**config.mk**
```make
export PLATFORM = sky130hd
export DESIGN_NAME = uart_transmitter
export DESIGN_NICKNAME = d
export VERILOG_FILES = /design/src/rtl/uart_pkg.sv /design/src/rtl/baud_controller.sv /design/src/rtl/uart_transmitter.sv
export SDC_FILE = /design/constraint.sdc
export NUM_CORES = 1
export LEC_CHECK = 0
export BUFFER_PORTS_ARGS = -buffer_cell sky130_fd_sc_hd__buf_2
export CAP_MARGIN = 20
export CORE_MARGIN = 5
export CORE_UTILIZATION = 54
export DETAILED_ROUTE_END_ITERATION = 8
export HOLD_SLACK_MARGIN = 0.02
export PLACE_DENSITY = 0.76
export SETUP_SLACK_MARGIN = 0.4
export SLEW_MARGIN = 20
export SYNTH_ARGS = -nofsm -noshare
export SYNTH_HDL_FRONTEND = slang
export SYNTH_SLANG_ARGS = --single-unit
export TNS_END_PERCENT = 50
```
**constraint.sdc**
```tcl
create_clock -name clk -period 2.1 [get_ports clk]
set_input_delay 0.105 -clock clk [delete_from_list [all_inputs] [get_ports clk]]
set_output_delay 0.105 -clock clk [all_outputs]
set_load 0.03 [all_outputs]
```
**src/rtl/uart_pkg.sv**
```systemverilog
// Shared UART transmitter definitions: FSM encoding, frame constants and the
// baud_select divisor table (50 MHz clock, 16x oversampling).
package uart_pkg;

    typedef enum logic [2:0] {
        IDLE,
        START,
        DATA,
        PARITY,
        STOP
    } tx_state_e;

    localparam int OVERSAMPLE_DEF = 16;
    localparam int FRAME_BITS     = 11;
    localparam int BAUD_CNT_W     = 14;

    // Clock cycles per sample_ENABLE tick for each baud code.
    function automatic logic [BAUD_CNT_W-1:0] baud_divisor(input logic [2:0] sel);
        logic [BAUD_CNT_W-1:0] div;
        case (sel)
            3'b000:  div = 14'd10417; // 300
            3'b001:  div = 14'd2604;  // 1200
            3'b010:  div = 14'd1302;  // 2400
            3'b011:  div = 14'd651;   // 4800
            3'b100:  div = 14'd326;   // 9600
            3'b101:  div = 14'd163;   // 19200
            3'b110:  div = 14'd27;    // 115200
            default: div = 14'd54;    // 57600
        endcase
        return div;
    endfunction

endpackage

```
**src/rtl/baud_controller.sv**
```systemverilog
// Free-running tick generator: one-cycle sample_ENABLE pulse every
// baud_divisor(baud_select) clocks.
module baud_controller
    import uart_pkg::*;
(
    input  logic       reset,
    input  logic       clk,
    input  logic [2:0] baud_select,
    output logic       sample_ENABLE
);

    logic [BAUD_CNT_W-1:0] div_last;
    logic [BAUD_CNT_W-1:0] cnt_q;
    logic [BAUD_CNT_W-1:0] cnt_d;

    assign div_last      = baud_divisor(baud_select) - BAUD_CNT_W'(1);
    // >= so switching to a faster rate mid-count wraps at once instead of overflowing
    assign sample_ENABLE = (cnt_q >= div_last);
    assign cnt_d         = sample_ENABLE ? '0 : cnt_q + BAUD_CNT_W'(1);

    always_ff @(posedge clk or posedge reset) begin
        if (reset) cnt_q <= '0;
        else       cnt_q <= cnt_d;
    end

endmodule

```
**src/rtl/uart_transmitter.sv**
```systemverilog
// UART transmitter: 1 start, 8 data (LSB first), 1 parity, 1 stop bit,
// each bit OVERSAMPLE baud ticks long; TxD and Tx_BUSY are registered.
module uart_transmitter
    import uart_pkg::*;
#(
    parameter int OVERSAMPLE  = OVERSAMPLE_DEF,
    parameter bit PARITY_EVEN = 1'b1
) (
    input  logic       clk,
    input  logic       reset,
    input  logic [2:0] baud_select,
    input  logic       Tx_EN,
    input  logic       Tx_WR,
    input  logic [7:0] Tx_DATA,
    output logic       TxD,
    output logic       Tx_BUSY
);

    localparam logic [3:0] TICK_LAST = 4'(OVERSAMPLE - 1);

    tx_state_e  state_q, state_d;
    logic [3:0] tick_q, tick_d;
    logic [2:0] bit_q, bit_d;
    logic [7:0] data_q, data_d;
    logic       txd_q, txd_d;
    logic       busy_q, busy_d;

    logic       sample_ENABLE;
    logic       bit_end;
    logic [2:0] bit_nx;
    logic       parity;

    baud_controller u_baud (
        .reset         (reset),
        .clk           (clk),
        .baud_select   (baud_select),
        .sample_ENABLE (sample_ENABLE)
    );

    assign bit_end = sample_ENABLE && (tick_q == TICK_LAST);
    assign bit_nx  = bit_q + 3'd1;
    assign parity  = (^data_q) ^ ~PARITY_EVEN;

    always_comb begin
        state_d = state_q;
        tick_d  = tick_q;
        bit_d   = bit_q;
        data_d  = data_q;
        txd_d   = txd_q;
        busy_d  = busy_q;

        if (state_q != IDLE && sample_ENABLE) begin
            tick_d = bit_end ? 4'd0 : tick_q + 4'd1;
        end

        case (state_q)
            IDLE: begin
                txd_d  = 1'b1;
                busy_d = 1'b0;
                // Acceptance clears the tick counter even if a tick lands on this edge
                if (Tx_WR && Tx_EN) begin
                    data_d  = Tx_DATA;
                    tick_d  = 4'd0;
                    bit_d   = 3'd0;
                    txd_d   = 1'b0;
                    busy_d  = 1'b1;
                    state_d = START;
                end
            end
            START: begin
                if (bit_end) begin
                    txd_d   = data_q[0];
                    bit_d   = 3'd0;
                    state_d = DATA;
                end
            end
            DATA: begin
                if (bit_end) begin
                    if (bit_q == 3'd7) begin
                        txd_d   = parity;
                        state_d = PARITY;
                    end else begin
                        txd_d = data_q[bit_nx];
                        bit_d = bit_nx;
                    end
                end
            end
            PARITY: begin
                if (bit_end) begin
                    txd_d   = 1'b1;
                    state_d = STOP;
                end
            end
            STOP: begin
                if (bit_end) begin
                    txd_d   = 1'b1;
                    busy_d  = 1'b0;
                    bit_d   = 3'd0;
                    state_d = IDLE;
                end
            end
            default: begin
                txd_d   = 1'b1;
                busy_d  = 1'b0;
                tick_d  = 4'd0;
                bit_d   = 3'd0;
                state_d = IDLE;
            end
        endcase
    end

    always_ff @(posedge clk or posedge reset) begin
        if (reset) begin
            state_q <= IDLE;
            tick_q  <= 4'd0;
            bit_q   <= 3'd0;
            data_q  <= 8'h00;
            txd_q   <= 1'b1;
            busy_q  <= 1'b0;
        end else begin
            state_q <= state_d;
            tick_q  <= tick_d;
            bit_q   <= bit_d;
            data_q  <= data_d;
            txd_q   <= txd_d;
            busy_q  <= busy_d;
        end
    end

    assign TxD     = txd_q;
    assign Tx_BUSY = busy_q;

endmodule

```
## Word level (Yosys, flattened, before mapping)

Cells that the tools add are included.

| word-level totals | value |
|---|---|
| output and inout port bits | 2 |
| input bits | 15 |
| logic and storage cells | 80 |
| bits in registers | 34 |

| operators by class | value |
|---|---|
| $lt $le $gt $ge | 2 |
| eq/ne operators | 21 |
| muxes and demuxes | 28 |
| add/sub/neg operators | 4 |
| reduce and logical (&&, ||, !) cells | 16 |
| bitwise operators | 2 |

Operators with widths:

| kind | number |
|---|---|
| $pmux W14 S7 | 1 |
| $mux W3 | 9 |
| $eq A3 B3 Y1 const B | 5 |
| $pmux W3 S5 | 1 |
| $add A14 B1 Y14 const B | 1 |
| $ge A14 B14 Y1 | 1 |
| $mux W14 | 1 |
| $ne A2 B2 Y1 const B | 7 |
| $sub A14 B1 Y14 const B | 1 |
| $eq A3 B2 Y1 const B | 4 |
| $mux W4 | 3 |
| $pmux W3 S4 | 1 |
| $mux W1 | 8 |
| $pmux W4 S2 | 1 |
| $reduce_xor A8 Y1 | 1 |
| $eq A3 B1 Y1 const B | 2 |
| $logic_not A3 Y1 | 2 |
| $reduce_and A6 Y1 | 1 |
| $reduce_and A5 Y1 | 1 |
| $add A4 B1 Y4 const B | 1 |
| $eq A4 B4 Y1 const B | 1 |
| $lt A3 B4 Y1 const B | 1 |
| $ne A2 B1 Y1 const B | 2 |
| $pmux W1 S4 | 1 |
| 11 further kinds | 16 |

## Logic depth before layout (Yosys ltp)

| logic depth | value |
|---|---|
| word-level depth | 9 |
| gate-level depth with buffers | 13 |

## By module

A second synthesis with hierarchy kept.

| unflattened totals | value |
|---|---|
| cell total of the unflattened synthesis | 229 |
| area total of the unflattened synthesis | 2307.2 µm² |

By module, submodules not included:

| module | cells an instance | instances | area an instance (µm²) |
|---|---|---|---|
| baud_controller | 122 | 1 | 1169.9 |
| uart_transmitter | 107 | 1 | 1137.3 |

## Worst setup path before layout

OpenSTA, ideal clock, no wires.

| timing path | value |
|---|---|
| path kind | input port to flip-flop |
| start | in baud_select[1] |
| end | reg bit_q[0] |
| stages on the path | 11 |
| slack | -0.587 ns |
| required time | 1.972 ns |
| buffers on the path | 2 |
| data arrival time | 2.559 ns |
| path through | clkbuf_1 -> xor2_1 -> xor2_1 -> ha_1 -> ha_1 -> a21oi_1 -> o221ai_1 -> a221o_1 -> buf_4 -> a21oi_4 -> mux2_1 |

| on the way | value |
|---|---|
| cells in the longest elaborated chain, start to end | 7 |
| elaborated cells on any way between the ends | 14 |
| those cells by class | add/sub: 1; order compare: 1; eq/ne: 8; mux: 1; reduce/logical: 3 |

RTL lines:

| element | line | source |
|---|---|---|
| start: declaration | uart_transmitter.sv:11 | `input logic [2:0] baud_select,` |
| $eq A3 B3 Y1, or another cell as far along | uart_pkg.sv:20 | `case (sel)` |
| $pmux W14 S7 * | uart_pkg.sv:20 |  |
| $sub A14 B1 Y14 * | baud_controller.sv:16 | `assign div_last = baud_divisor(baud_select) - BAUD_CNT_W'(1);` |
| $ge A14 B14 Y1 * | baud_controller.sv:18 | `assign sample_ENABLE = (cnt_q >= div_last);` |
| $logic_and A1 B1 Y1 * | uart_transmitter.sv:40 | `assign bit_end = sample_ENABLE && (tick_q == TICK_LAST);` |
| $ne A2 B1 Y1 (no source line) or $ne A2 B2 Y1 (tied branches) | -- |  |
| $reduce_and A5 Y1 (no source line) * | -- |  |
| end signal: assignment | uart_transmitter.sv:123 | `bit_q <= bit_d;` |
| end: declaration | uart_transmitter.sv:23 | `logic [2:0] bit_q, bit_d;` |

Every way passes the cells marked *; elsewhere a longest branch is shown, timed or not.
A chain may end at the register's enable or synchronous reset.

## Worst setup path after layout

| timing path | value |
|---|---|
| start | in baud_select[1] |
| end | reg txd_q (netlist: TxD) |

| on the way | value |
|---|---|
| cells in the longest elaborated chain, start to end | 7 |
| elaborated cells on any way between the ends | 15 |
| those cells by class | add/sub: 1; order compare: 1; eq/ne: 9; mux: 1; reduce/logical: 3 |

RTL lines:

| element | line | source |
|---|---|---|
| $eq A3 B3 Y1, or another cell as far along | uart_pkg.sv:20 |  |
| $pmux W14 S7 * | uart_pkg.sv:20 |  |
| $sub A14 B1 Y14 * | baud_controller.sv:16 |  |
| $ge A14 B14 Y1 * | baud_controller.sv:18 |  |
| $logic_and A1 B1 Y1 * | uart_transmitter.sv:40 |  |
| $ne A2 B1 Y1 (no source line) or $ne A2 B2 Y1 (tied branches) | -- |  |
| $reduce_and A3 Y1 (no source line) * | -- |  |
| end signal: assignment | uart_transmitter.sv:125 | `txd_q <= txd_d;` |
| end: declaration | uart_transmitter.sv:25 | `logic txd_q, txd_d;` |

Marks and branches as above.

==> results.md <==
* Final worst-path cycle share at 108%
* Detailed Route Iter0 Violations at 50
* Final setup fails at 20
* Combinational Power Share at 45.6%
* Post-route DRC at 0
* Antenna violations before repair at 0
* Clk pwr share at 18.1%
* Kind of critical path: primary input to register
* Synth Area per Inst at 9.55 sq um
* CTS max path bufs at 2
* I/O Buffers at 16
* LEAKAGE at 1.37 nW
* Max-Cap Viols at 0
* Commonest cells after routing, fill and taps aside: dfrtp_1 (33), buf_4 (24), nor2_1 (20), nand2_1 (19), ha_1 (17)
* Cells after Synth at 237
* Total grt overflow at 0
* Filler cell count at 279
* Largest net degree at the start of global routing at 35
* Area growth from synthesis to layout at 27.3%
* Number of global-route vias before repair at 1838
* Final Critical Period at 2270 ps
* Clock transition at path regs at 70 ps
* Final ANT Viol Nets at 0
* Worst min path class: primary input to register
* RSZ-0062 raised after global routing: yes
* Outcome: complete, but fails checks
* Worst EP arrival at 2490 ps
* Max-slew violation count at 0
* P_int at 0.00178 W
* Core area at 0.00403 sq mm
* Root buf cell: clkbuf_8
* Reg power frac at 36.3%
* #FFs+latches synth at 34
* Clk sinks at 34
* Clock Skew at 5.90 ps
* Die Area at 0.00559 sq mm
* Dpl hpwl at 3250 um
* Final GP Congestion at 0.841
* Initial Util at 56.2%
* Cts bufs inserted at 5
* CP max FO at 7
* DR vias/cell at 5.38
* Most common cell after layout, fill and taps aside: dfrtp_1
* GRT Resource Usage Total at 18.6%
* Antenna Cells at 0
* Yosys warns at 0
* Setup ws final at -171 ps
* Netlist cell types at 39
* Switching part of the total power at 35.2%
* I/O Pins at 17
* DRT Wirelength at 4610 um
* First-pass GRT wire length at 7910 um
* Register area share after synthesis at 37.6%
* Placed Cells at 319
* Die Height at 74.7 um
* Clk_lat worst skew at 280 ps
* Htree depth at 2
* Layout cells sized above 1 at 33.0%
* Max Clk Rate at 440 MHz
* Drt first pass iters at 4
* Non-Filler Instances at 335
* Die extent in x at 74.7 um
* Synthesized net count at 271
* Worst Path Required at 2310 ps
* TritonCTS clock tree: built
* Row cnt at 23
* Worst Hold Slack at 41.0 ps
* WL/cell at 13.8 um
* Endpoint class of the critical path: register
* Sw Pwr at 0.000970 W
* Violated checks: setup timing
* Peak VDD IR at 0.775 mV
* Worst Setup Start Kind: primary input
* Via Count at 1803
* Final nets at 318
* Pwr/cell area at 956 mW/mm^2
* Fin. Hold Viols at 0
* Cell Area, Synth at 0.00226 sq mm
-- flip-flops by register name, indices dropped and copies added, names as in the netlist --
signal / cells
Tx_BUSY: 1
TxD: 1
tick_q: 4
state_q: 3
u_baud.cnt_q: 14
data_q: 8
bit_q: 3
-- critical path: stages --
cell	delay (ps)
buf_12	110
xor2_4	180
xor2_2	200
ha_2	230
xnor2_2	120
ha_1	250
nand4_1	130
o221ai_2	110
a221o_2	480
buf_6	160
a21oi_4	110
mux2_4	300
-- layer usage --
metal	track usage (%)	vias up	wire (um)
met2	30.0	39	2280
li1	-	918	-
met5	0	-	0
met3	3.87	12	154
met4	9.29	0	95
met1	23.6	834	2080
-- repair_timing --
action,4_1_cts,5_1_grt
buffers inserted,6,1
hold buffers,1,0
gates resized for setup,23,19
setup endpoints to repair,34,34
pin swaps,6,9
endpoints found under the hold margin,33,0
-- metrics by stage --
stage | setup slack [ps] | setup TNS, ps | cell area (sq um) | utilization, % | power [W]
6_report | -171 | -1360 | 2880 | 71.5 | 0.00275
5_1_grt | -216 | -3050 | 2880 | 71.5 | 0.00297
4_1_cts | -144 | -796 | 2800 | 69.5 | 0.00267
3_5_place_dp | -551 | -9870 | 2560 | 63.6 | 0.00208
3_3_place_gp | -474 | -7650 | 2560 | 63.6 | 0.00204
2_1_floorplan | -347 | -3540 | 2330 | - | 0.00178
-- worst paths after layout --
path	from	slack, ps	depth (start not counted)	to
min in group asynchronous	reset	470	4	bit_q[0]
hold reg to reg	Tx_BUSY	520	1	Tx_BUSY
setup / recovery	baud_select[1]	-170	12	TxD
setup reg to reg	u_baud.cnt_q[13]	-80	8	TxD
hold / removal	Tx_DATA[2]	40	2	data_q[2]
max in group asynchronous	reset	1290	4	TxD
-- final cells by class --
cell class | count | area, sq um | area share, %
Multi-Input combinational cell | 183 | 1440 | 49.9
Clock buffer | 7 | 86.3 | 3.00
Timing Repair Buffer | 50 | 400 | 13.9
Clock inverter | 1 | 5.00 | 0.174
Inverter | 10 | 37.5 | 1.30
Sequential cell | 34 | 852 | 29.6
Tap cell | 50 | 62.6 | 2.17
-- power groups by stage --
| stage | logic [W] | clock network [W] | registers (W) |
|---|---|---|---|
| after floorplan | 0.000746 | 0 | 0.00104 |
| after global placement | 0.00104 | 0 | 0.00100 |
| after detailed placement | 0.00107 | 0 | 0.00101 |
| after CTS | 0.00116 | 0.000509 | 0.000999 |
| after global routing | 0.00140 | 0.000545 | 0.00102 |
| final | 0.00126 | 0.000497 | 0.00100 |
-- Yosys cell counts (all sizes together) --
cell type   n  share of area [%]
a211o       1               0.39
a21bo       1               0.44
a21o        1               0.33
a21oi      20                4.9
a221o       1               0.44
a31o        1               0.39
a41o        2               0.88
and2        1               0.28
and3        5                1.4
and4        2               0.77
buf         6                2.7
clkbuf      4               0.66
conb        1               0.17
dfrtp      33                 36
dfstp       1                1.2
ha         19                 11
inv        10                1.7
mux2       12                6.0
mux2i       4                1.8
mux4        1               0.99
nand2      19                3.2
nand2b      2               0.55
nand3      11                2.4
nand4       5                1.4
nor2       29                4.8
nor2b       5                1.4
nor3        2               0.44
nor3b       2               0.66
nor4        2               0.55
o21ai       7                2.0
o221ai      2               0.77
or3         3                1.1
xnor2      10                3.9
xor2       12                4.6
-- logic make-up (layout without fill, tap and decap cells) --
family          count (synthesis)  count (layout)  share of synthesized area, %
simple gates                   88              88                          18.8
buf+inv                        20              68                          4.97
fa+ha+maj                      19              19                          10.5
mux                            17              17                          8.73
other cells                     1               1                         0.166
flops                          34              34                          37.6
xor+xnor                       22              22                          8.51
compound gates                 36              36                          10.6
No activity file was read; power rests on OpenSTA's default activity.
